--- config.mk ---
export PLATFORM = sky130hd
export DESIGN_NAME = seg_scroll_controller
export DESIGN_NICKNAME = d
export VERILOG_FILES = /design/src/rtl/seg_scroll_controller.sv
export SDC_FILE = /design/constraint.sdc
export NUM_CORES = 1
export LEC_CHECK = 0
export CAP_MARGIN = 20
export CELL_PAD_IN_SITES_DETAIL_PLACEMENT = 2
export CELL_PAD_IN_SITES_GLOBAL_PLACEMENT = 2
export CORE_MARGIN = 5
export CORE_UTILIZATION = 48
export DETAILED_ROUTE_END_ITERATION = 12
export GPL_TIMING_DRIVEN = 0
export PLACE_DENSITY = 0.92
export SLEW_MARGIN = 40
export SYNTH_ARGS = -nofsm -noshare
export SYNTH_HDL_FRONTEND = slang
export SYNTH_SLANG_ARGS = --single-unit
--- constraint.sdc ---
create_clock -name i_Clk -period 9.3 [get_ports i_Clk]
set_input_delay 1.86 -clock i_Clk [delete_from_list [all_inputs] [get_ports i_Clk]]
set_output_delay 1.86 -clock i_Clk [all_outputs]
set_load 0.005 [all_outputs]
--- src/rtl/seg_scroll_controller.sv ---
// seg_scroll_controller
//   Scrolls an ASCII message buffer across two 7-segment digits, one
//   character position per STEP_CYCLES clocks. The two character outputs
//   feed the character-to-segment decoder instances.
//
//   Optional feature macro: SCROLL_WRAP_EN
//     defined   : index wraps modulo len, scrolling never finishes on its own
//     undefined : scrolling ends after the last position with an o_Done pulse
//
//   Ports:
//     i_Clk, i_Reset          clock, asynchronous active-high reset
//     i_Wr_En/Addr/Data       buffer write port (IDLE only)
//     i_Length, i_Start       message length and start strobe (IDLE only)
//     i_Pause, i_Stop         level pause, abort to IDLE
//     o_Char_Left/Right       ASCII for digit 1 / digit 2
//     o_Busy                  high in RUN or PAUSE
//     o_Step, o_Done          one-cycle advance / completion pulses
module seg_scroll_controller #(
  parameter int unsigned STEP_CYCLES = 12500000,
  parameter int unsigned MAX_CHARS   = 16,
  parameter int unsigned ADDR_W      = 4
) (
  input  logic              i_Clk,
  input  logic              i_Reset,
  input  logic              i_Wr_En,
  input  logic [ADDR_W-1:0] i_Wr_Addr,
  input  logic [7:0]        i_Wr_Data,
  input  logic [ADDR_W:0]   i_Length,
  input  logic              i_Start,
  input  logic              i_Pause,
  input  logic              i_Stop,
  output logic [7:0]        o_Char_Left,
  output logic [7:0]        o_Char_Right,
  output logic              o_Busy,
  output logic              o_Step,
  output logic              o_Done
);

  localparam int unsigned CNT_W = $clog2(STEP_CYCLES);
  localparam logic [7:0]  SPACE = 8'h20;

  typedef enum logic [1:0] {
    IDLE  = 2'd0,
    RUN   = 2'd1,
    PAUSE = 2'd2
  } state_t;

  state_t            state, state_n;
  logic [ADDR_W-1:0] pos, pos_n;
  logic [CNT_W-1:0]  cnt, cnt_n;
  logic [ADDR_W:0]   len, len_n;
  logic [7:0]        left_n, right_n;
  logic              step_n, done_n;
  logic [7:0]        msg_buf [MAX_CHARS];

  logic              start_ok;
  logic              wr_ok;
  logic [ADDR_W:0]   pos_ext;
  logic [ADDR_W:0]   nxt;
  logic              last_pos;
  logic [7:0]        win_left, win_right;

  assign start_ok = i_Start && (i_Length != '0) &&
                    (i_Length <= (ADDR_W+1)'(MAX_CHARS));
  assign wr_ok    = i_Wr_En && (state == IDLE) &&
                    ({1'b0, i_Wr_Addr} < (ADDR_W+1)'(MAX_CHARS));
  assign pos_ext  = {1'b0, pos};
  assign nxt      = pos_ext + (ADDR_W+1)'(1);
  assign last_pos = (nxt == len);
  assign win_left = msg_buf[pos];

  always_comb begin
    if (nxt < len) begin
      win_right = msg_buf[nxt[ADDR_W-1:0]];
    end else begin
`ifdef SCROLL_WRAP_EN
      win_right = msg_buf[0];
`else
      win_right = SPACE;
`endif
    end
  end

  // Writes are only taken in IDLE, so the buffer is stable while scrolling.
  always_ff @(posedge i_Clk or posedge i_Reset) begin
    if (i_Reset) begin
      for (int unsigned i = 0; i < MAX_CHARS; i++) begin
        msg_buf[i] <= SPACE;
      end
    end else if (wr_ok) begin
      msg_buf[i_Wr_Addr] <= i_Wr_Data;
    end
  end

  always_ff @(posedge i_Clk or posedge i_Reset) begin
    if (i_Reset) begin
      state        <= IDLE;
      pos          <= '0;
      cnt          <= '0;
      len          <= '0;
      o_Char_Left  <= SPACE;
      o_Char_Right <= SPACE;
      o_Busy       <= 1'b0;
      o_Step       <= 1'b0;
      o_Done       <= 1'b0;
    end else begin
      state        <= state_n;
      pos          <= pos_n;
      cnt          <= cnt_n;
      len          <= len_n;
      o_Char_Left  <= left_n;
      o_Char_Right <= right_n;
      o_Busy       <= (state_n != IDLE);
      o_Step       <= step_n;
      o_Done       <= done_n;
    end
  end

  // Character outputs register the window of the current pos, so they
  // follow a pos update by one edge; leaving RUN/PAUSE blanks them at once.
  always_comb begin
    state_n = state;
    pos_n   = pos;
    cnt_n   = cnt;
    len_n   = len;
    step_n  = 1'b0;
    done_n  = 1'b0;
    left_n  = SPACE;
    right_n = SPACE;

    case (state)
      IDLE: begin
        if (start_ok) begin
          state_n = RUN;
          pos_n   = '0;
          cnt_n   = '0;
          len_n   = i_Length;
        end
      end
      RUN, PAUSE: begin
        if (i_Stop) begin
          state_n = IDLE;
        end else begin
          left_n  = win_left;
          right_n = win_right;
          if (i_Pause) begin
            state_n = PAUSE;
          end else begin
            state_n = RUN;
            if (cnt == CNT_W'(STEP_CYCLES - 1)) begin
              cnt_n = '0;
              if (last_pos) begin
`ifdef SCROLL_WRAP_EN
                pos_n  = '0;
                step_n = 1'b1;
`else
                state_n = IDLE;
                done_n  = 1'b1;
                left_n  = SPACE;
                right_n = SPACE;
`endif
              end else begin
                pos_n  = pos + ADDR_W'(1);
                step_n = 1'b1;
              end
            end else begin
              cnt_n = cnt + CNT_W'(1);
            end
          end
        end
      end
      default: state_n = IDLE;
    endcase
  end

endmodule

# After elaboration in Yosys (flattened, before gate mapping)
# Cells that the tools add are included.
op_classes:
  add_sub_neg: 3
  order_cmp: 6
  eq_ne: 9
  mux: 47
  bitwise_logic: 3
  n_reduce_logical: 12
op_table:
  columns: ["operator", "n"]
  rows:
  - ["128-bit bitwise mux", 1]
  - ["8-bit two-way mux", 16]
  - ["24-bit two-way mux", 4]
  - ["8-bit binary-select mux with 4-bit select", 2]
  - ["24-bit case mux with 2 select lines", 1]
  - ["8-bit demux with 4-bit select", 1]
  - ["24-bit by 1-bit adder with 24-bit output, second input constant", 1]
  - ["24-bit == test, second input constant", 1]
  - ["4-bit two-way mux", 5]
  - ["5-bit >= comparator, second input constant", 3]
  - ["4-bit NOT with 5-bit output", 3]
  - ["1-bit two-way mux", 12]
  - ["2-bit != test, second input constant", 5]
  - ["4-bit case mux with 2 select lines", 1]
  - ["2-bit two-way mux", 3]
  - ["6-bit AND reduction", 1]
  - ["4-bit by 1-bit adder with 5-bit output, second input constant", 1]
  - ["5-bit == test", 1]
  - ["5-bit <= comparator, second input constant", 1]
  - ["5-bit by 1-bit less-than comparator with 1-bit output, second input constant", 1]
  - ["5-bit less-than comparator", 1]
  - ["5-bit nonzero test", 1]
  - ["4-bit by 1-bit adder with 4-bit output, second input constant", 1]
  - ["1-bit logical AND", 4]
  - ["8 further kinds", 9]
totals:
  register_bits: 182
  word_cells: 105

# Longest topological paths before layout
# Gate-level depths: netlist of run 1.
logic_depth:
  ltp_word: 11
  mapped_depth: 12

# Worst setup path before layout of run 1
# No wires, ideal clock.
synth_path:
  path_type: "input to register"
  start: "input i_Length[0]"
  end: "register cnt[9]"
  setup_ps: 78
  arrival_time_ps: 3627
  t_required_ps: 9222
  slack_ps: 5595
  stages: 6
  path_cell_list: "nor4_1 mux2_2 a21o_1 clkbuf_1 or4_2 a21oi_1"
synth_between:
  elab_chain_cells: 5
synth_rtl:
  columns: ["element", "line", "source"]
  rows:
  - ["from (decl)", "28", "input logic [ADDR_W:0] i_Length,"]
  - ["parallel branches: the longest is 2 deep, another holds 5-bit <= comparator", null, null]
  - ["1-bit logical AND *", "63", "assign start_ok = i_Start && (i_Length != '0) &&"]
  - ["2-bit != test (no source line) *", null, null]
  - ["4-bit AND reduction (no source line) *", null, null]
  - ["to (signal assigned)", "109", "cnt <= cnt_n;"]
  - ["to (decl)", "50", "logic [CNT_W-1:0] cnt, cnt_n;"]
# Every way passes the cells marked *.
# A chain may end at the register's enable or synchronous reset.

# Final worst setup path of run 1
layout_path:
  start: "register pos[0]"
  end: "register o_Char_Right[1]"
layout_between:
  elab_chain_cells: 11
layout_rtl:
  columns: ["element", "line", "source"]
  rows:
  - ["from (decl)", "49", "logic [ADDR_W-1:0] pos, pos_n;"]
  - ["from (signal assigned)", "108", "pos <= pos_n;"]
  - ["4-bit by 1-bit adder with 5-bit output *", "68", "assign nxt = pos_ext + (ADDR_W+1)'(1);"]
  - ["4-bit NOT with 5-bit output (not written as such)", "74", "win_right = msg_buf[nxt[ADDR_W-1:0]];"]
  - ["8-bit binary-select mux with 4-bit select", "74", null]
  - ["8-bit two-way mux (not written as such) (2 in series)", "74", null]
  - ["8-bit two-way mux", "73", "if (nxt < len) begin"]
  - ["8-bit two-way mux", "152", "if (last_pos) begin"]
  - ["8-bit two-way mux", "150", "if (cnt == CNT_W'(STEP_CYCLES - 1)) begin"]
  - ["8-bit two-way mux *", "146", "if (i_Pause) begin"]
  - ["8-bit two-way mux *", "141", "if (i_Stop) begin"]
  - ["8-bit two-way mux *", "131", "case (state)"]
  - ["net right_n[1]", "52", "logic [7:0] left_n, right_n;"]
  - ["to (signal assigned)", "112", "o_Char_Right <= right_n;"]
  - ["to (decl)", "33", "output logic [7:0] o_Char_Right,"]
# Mark *: on every way through the listed nets, which the timed path passes. The rest lies on a longest branch. The select of a mux whose other input is x is not followed.

==> impl_metrics.toml, run 1 <==
[clock_tree]
root_buffer = "clkbuf_16"
path_clk_slew_ps = 80
postCtsSetupRepairBufs = 0
cts_tree = "done"
cts.sink_count = 182
cts_hold_buffers = 0
cts_resized = 0
cts_buffers = 17
insertion_delay_ps = 460
htreeDepth = 4
cts_max_path_buffers = 2

[run_status]
status = "finished, final reports clean"

[floorplanning]
fp.dieH_um = 151.6
rows = 51
die_area_um2 = 22980
core_um2 = 19590
start_util = 0.4912
ios = 42
chipWidth_um = 151.6

[sta]
tns_ps = 0
finalMaxSlewViolations = 0
max_freq_mhz = 220.6
report.final.setup_viol = 0
max_slew_margin = 0.3787
rsz0062_at_grt = "no"
tightest_slew_ps = 931.0
period_needed_ps = 4533
fin_crit_sh = 0.4875
clock_skew_ps = 15.07
final_hold_viol_count = 0

[worst_setup_path]
rrSetupSlack_ps = 4770
timing.rr.end = "o_Char_Right[1]"
path_cells = "buf_2, buf_2, nand3_1, xor2_4, inv_1, ha_1, and2_1, nand4_1, o21ai_2, buf_2, nor4b_1"
setup.worst_path.start = "pos[0]"
rr_startpoint = "pos[0]"
slowest_delay_ps = 760
cp_slowest_cell = "nor4b_1"
cp-start-kind = "flip-flop"
required_ps = 9560
cp-endpoint = "o_Char_Right[1]"
critical-path-top-delay-family = "simple AND/OR/NAND/NOR gates"
worst-endpoint-arrival_ps = 4800
path_max_fanout = 10
path_class = "reg -> reg"
crit_buf_inv = 4
path_common_cell = "buf_2"
worst_setup_path_end_kind = "flip-flop"
rr_worst_depth = 11
crit_cells = 11

[synthesis]
synth_fp_nets = 715
synth_top_family_by_area = "multiplexers"
yosysTopAreaCell = "dfrtp_1"
yosys.area_share.xor_xnor = 0.004551
yosysTopAreaCellShare = 0.4265
synthAdderAreaFrac = 0.01170
netlist_area_um2 = 9623
ys.flop_type = "dfrtp_1"
ys_ff_latch = 182
yosys_warnings = 0
synth-async-reset-ratio = 1.000
synth-compound-area-share = 0.04707
synth-simple-area-share = 0.08750
ys_seq_area_frac = 0.4756
synth_mux_area_frac = 0.3478
synthTopCellsByArea = "dfrtp_1, mux4_2, mux2_2, dfstp_2, clkbuf_1"
avgSynthCellArea_um2 = 14.09
postSynthCellCount = 683
synth_edf_count = 0
yosysUniqueCellTypes = 55

[route]
first_iter_violations = 756
first_pass_iters = 5
drc = 0
avgViaCountPerCell = 7.274
routedWlPerCell_um = 38.34
ant_nets = 0
vias = 7449
drt_wl_total_um = 39260

[cells_and_area]
layout_common_cells = "dfrtp_1, mux2_2, mux4_2"
layout-drive-gt1-share = 0.4084
area_delta_synth_final_pct = 15.94
layout_commonest_cell = "dfrtp_1"
finalNetCount = 778
diodes = 0
finalNonFillerCells = 1024

[worst_hold_path]
hp-start = "len[1]"
hp-class = "reg -> reg"

[global_route]
grt-ovfl-total = 0
antenna_found_initial = 0
grt_pass1_vias = 8274
grt_use_total = 0.3536
grt_max_degree = 82
grt_pass1_wl_um = 57810

[placement]
gp_congestion = 0.8384
dp_cells = 992
dp_hpwl_um = 24180
portBuffers = 40

[power_and_ir_drop]
p_leak_nw = 4.554
ir_drop_uv = 153.1
p_per_area_nw_per_um2 = 344.5

[job]
max_cap_violations = 0
## power breakdown
| group | internal, mW | switching (mW) | total [mW] | leakage (nW) |
|---|---|---|---|---|
| registers | 1.15 | 0.349 | 1.50 | 2.31 |
| clock network | 0.433 | 0.364 | 0.798 | 0.303 |
| logic | 0.779 | 0.770 | 1.55 | 1.94 |
## synthesized netlist by cell type, types with 7 or more instances
library cell,n
inv_1,14
nor2b_1,10
mux4_2,76
nand4_1,9
a21o_1,8
or4_1,8
dfrtp_1,164
nand3_1,11
nor4b_1,7
mux2_2,135
buf_1,7
and3_1,8
ha_1,9
o21ai_0,12
nor2_1,26
clkbuf_1,33
dfstp_2,18
nand2b_1,7
a22o_1,9
nand2_1,18
a21oi_1,17
## flip-flops by register name (all words and copies together) (netlist names)
name / count
state: 2
cnt: 24
msg_buf: 128
o_Char_Left: 8
o_Step: 1
o_Busy: 1
o_Char_Right: 8
o_Done: 1
len: 5
pos: 4
## metal layers
layer  track usage  vias to the layer above  wire [um]
li1              -                     2776          -
met2        0.5750                      505      19080
met4        0.1882                        0       2326
met3       0.07466                      164       3074
met1        0.4464                     4004      14780
met5             0                        -          0
## worst min-delay path by stage
stage	end	slack, ps	cells after the start
CTS	len[1]	530	1
global placement	len[4]	500	1
floorplan	len[1]	480	1
global route	len[1]	550	1
detailed placement	len[4]	500	1
finish	len[1]	520	1
## cells by family after synthesis
kind of cell	Yosys count
adder cells (fa/ha/maj)	9
AO/OA/AOI/OAI	67
AND/OR/NAND/NOR	142
XOR/XNOR	5
buffers and inverters	62
flip-flops	182
multiplexers	216
## layout make-up
class	instances	area [um^2]
Clock buffer	18	429.2
Fill cell	1743	8433
Clock inverter	14	196.4
Timing Repair Buffer	44	478.0
Sequential cell	182	4577
Buffer	47	206.4
Inverter	15	63.81
Multi-Input combinational cell	439	4875
Tap cell	265	331.6
## per-stage QoR
stage | utilization | power [mW] | hold slack, ps | instance area, um^2 | setup slack (ps)
floorplan | - | 2.306 | 479.4 | 9623 | 2526
global placement | 0.5286 | 2.662 | 496.7 | 10350 | 398.3
detailed placement | 0.5359 | 2.905 | 498.4 | 10500 | 4747
CTS | 0.5678 | 3.792 | 527.9 | 11120 | 4739
global route | 0.5695 | 3.947 | 548.8 | 11160 | 4692
finish | 0.5695 | 3.843 | 522.2 | 11160 | 4767
(Power assumes the default switching activity.)
==> inputs of run 2 (changes only) <==
--- a/config.mk
+++ b/config.mk
@@ -9,10 +9,10 @@
 export CELL_PAD_IN_SITES_DETAIL_PLACEMENT = 2
 export CELL_PAD_IN_SITES_GLOBAL_PLACEMENT = 2
 export CORE_MARGIN = 5
-export CORE_UTILIZATION = 48
+export CORE_UTILIZATION = 44
 export DETAILED_ROUTE_END_ITERATION = 12
 export GPL_TIMING_DRIVEN = 0
-export PLACE_DENSITY = 0.92
+export PLACE_DENSITY = 0.86
 export SLEW_MARGIN = 40
 export SYNTH_ARGS = -nofsm -noshare
 export SYNTH_HDL_FRONTEND = slang
==> constraint.sdc (replaced) <==
create_clock -name i_Clk -period 4.7 [get_ports i_Clk]
set_input_delay 0.94 -clock i_Clk [delete_from_list [all_inputs] [get_ports i_Clk]]
set_output_delay 0.94 -clock i_Clk [all_outputs]
set_load 0.005 [all_outputs]
==> run 2 against run 1 <==
Final cell count up 2.1%. Register-to-register slack got worse by 4500 ps. Worst hold slack gained 15 ps. Design area grew 1.2%. Critical path depth did not move. Global-route usage down 3.5 points. Clock skew increased by 4.2 ps. Non-clock buffer count is 7 higher. Maximum frequency grew 2.2%. Power is 96% higher. Clock power rose by 90%. Largest power group unchanged. Worst setup slack got worse by 4500 ps.
==> impl_metrics.toml, run 2 (synthesized netlist as in run 1, its figures left out) <==
[cells_and_area]
largest_registers = "msg_buf: 128 flops, cnt: 24 flops"
multi_input_comb_area_um2 = 4880
layout_commonest_cell = "dfrtp_1"
area_delta_synth_final_pct = 17.32
fin_area_um2 = 11290
fillers = 1999
largest-register = "msg_buf"
diodes = 0
largest_reg_flops = 128
seqCellArea_um2 = 4577
layout_common_cells = "dfrtp_1, mux2_2, mux4_2"
finalNonFillerCells = 1046
layout-drive-gt1-share = 0.4138
finalNetCount = 785
final_core_util = 0.5205

[global_route]
grt_pass1_wl_um = 56720
antenna_found_initial = 0
grt_use_total = 0.3191
grt_max_degree = 27
grt_pass1_vias = 8074
grt-ovfl-total = 0

[worst_hold_path]
hp-start = "len[1]"
hp-class = "reg -> reg"
hold_depth = 1

[route]
first_pass_iters = 5
avgViaCountPerCell = 6.963
first_iter_violations = 733
routedWlPerCell_um = 36.32
drt_wl_total_um = 37990
ant_nets = 0
drc = 0
vias = 7283

[worst_setup_path]
cp-start-kind = "flip-flop"
path_max_fanout = 10
critical-path-top-delay-family = "buffers and inverters"
worst-endpoint-arrival_ps = 4710
crit_buf_inv = 4
required_ps = 4980
path_class = "reg -> reg"
timing.rr.end = "o_Char_Right[1]"
path_cells = "buf_2, buf_2, nand3_1, xor2_4, inv_1, ha_1, and2_1, nand4_1, o21ai_2, buf_2, nor4b_1"
crit_cells = 11
cp_slowest_cell = "xor2_4"
rr_startpoint = "pos[0]"
rrSetupSlack_ps = 270
setup.worst_path.start = "pos[0]"
cp-endpoint = "o_Char_Right[1]"
worst_setup_path_end_kind = "flip-flop"
path_common_cell = "buf_2"
slowest_delay_ps = 660
rr_worst_depth = 11

[placement]
dp_cells = 1014
dp_slack_ps = 240.1
dp_hpwl_um = 23210
portBuffers = 40
place_area_um2 = 10660
gp_congestion = 0.8525

[clock_tree]
postCtsSetupRepairBufs = 0
root_buffer = "clkbuf_16"
htreeDepth = 4
cts_max_path_buffers = 2
cts_tree = "done"
cts.sink_count = 182
insertion_delay_ps = 470
cts_hold_buffers = 0
cts_buffers = 17
cts_resized = 0
path_clk_slew_ps = 80

[floorplanning]
rows = 54
core_um2 = 21690
ios = 42
fp.dieH_um = 157.9
chipWidth_um = 157.9
start_util = 0.4437
die_area_um2 = 24930

[sta]
final_hold_viol_count = 0
report.final.setup_viol = 0
tightest_slew_ps = 910.1
hold_ws_ps = 537.7
period_needed_ps = 4434
finalMaxSlewViolations = 0
rsz0062_at_grt = "no"
fin_crit_sh = 0.9434
max_freq_mhz = 225.5
max_slew_margin = 0.3932
clock_skew_ps = 19.28
fin_ws_ps = 266.0

[power_and_ir_drop]
p_leak_nw = 4.598
p_per_area_nw_per_um2 = 666.0
ir_drop_uv = 342.3

[job]
max_cap_violations = 0

[run_status]
status = "finished, final reports clean"
## run 2: layer usage
metal	vias to the layer above	GRT usage	part of all wire
met4	0	0.1446	0.048
met5	-	0	0
li1	2790	-	-
met1	3966	0.3969	0.38
met3	141	0.07244	0.071
met2	386	0.5336	0.50
## run 2: layout make-up
class / count / area share
Sequential cell: 182 / 0.4054
Inverter: 15 / 0.005320
Multi-Input combinational cell: 439 / 0.4322
Clock inverter: 15 / 0.01518
Buffer: 47 / 0.01818
Tap cell: 280 / 0.03103
Clock buffer: 17 / 0.03768
Timing Repair Buffer: 51 / 0.05497
## run 2: how the worst min path moves through the flow
stage | slack (ps) | endpoint
global route | 560 | len[1]
floorplan | 480 | len[1]
CTS | 540 | len[1]
finish | 540 | len[1]
global placement | 500 | len[4]
detailed placement | 510 | len[4]
## run 2: worst reg2reg max path, cell delays in order (launching register included)
cell,delay (ps)
dfrtp_1,410
buf_2,220
buf_2,470
nand3_1,290
xor2_4,660
inv_1,180
ha_1,340
and2_1,190
nand4_1,190
o21ai_2,660
buf_2,470
nor4b_1,190
## run 2: power breakdown
| part | switching (mW) | leakage (nW) | total, mW | internal (mW) |
|---|---|---|---|---|
| Clock | 0.801 | 0.286 | 1.52 | 0.720 |
| Sequential | 0.663 | 2.31 | 2.93 | 2.27 |
| Combinational | 1.51 | 2.00 | 3.07 | 1.55 |
| Total | 2.98 | 4.60 | 7.52 | 4.54 |
## run 2: through the flow
| step | total power, mW | TNS, ps |
|---|---|---|
| 6_report | 7.519 | 0 |
| 5_1_grt | 7.740 | 0 |
| 2_1_floorplan | 4.563 | 0 |
| 4_1_cts | 7.445 | 0 |
| 3_3_place_gp | 5.278 | -5887 |
| 3_5_place_dp | 5.725 | 0 |
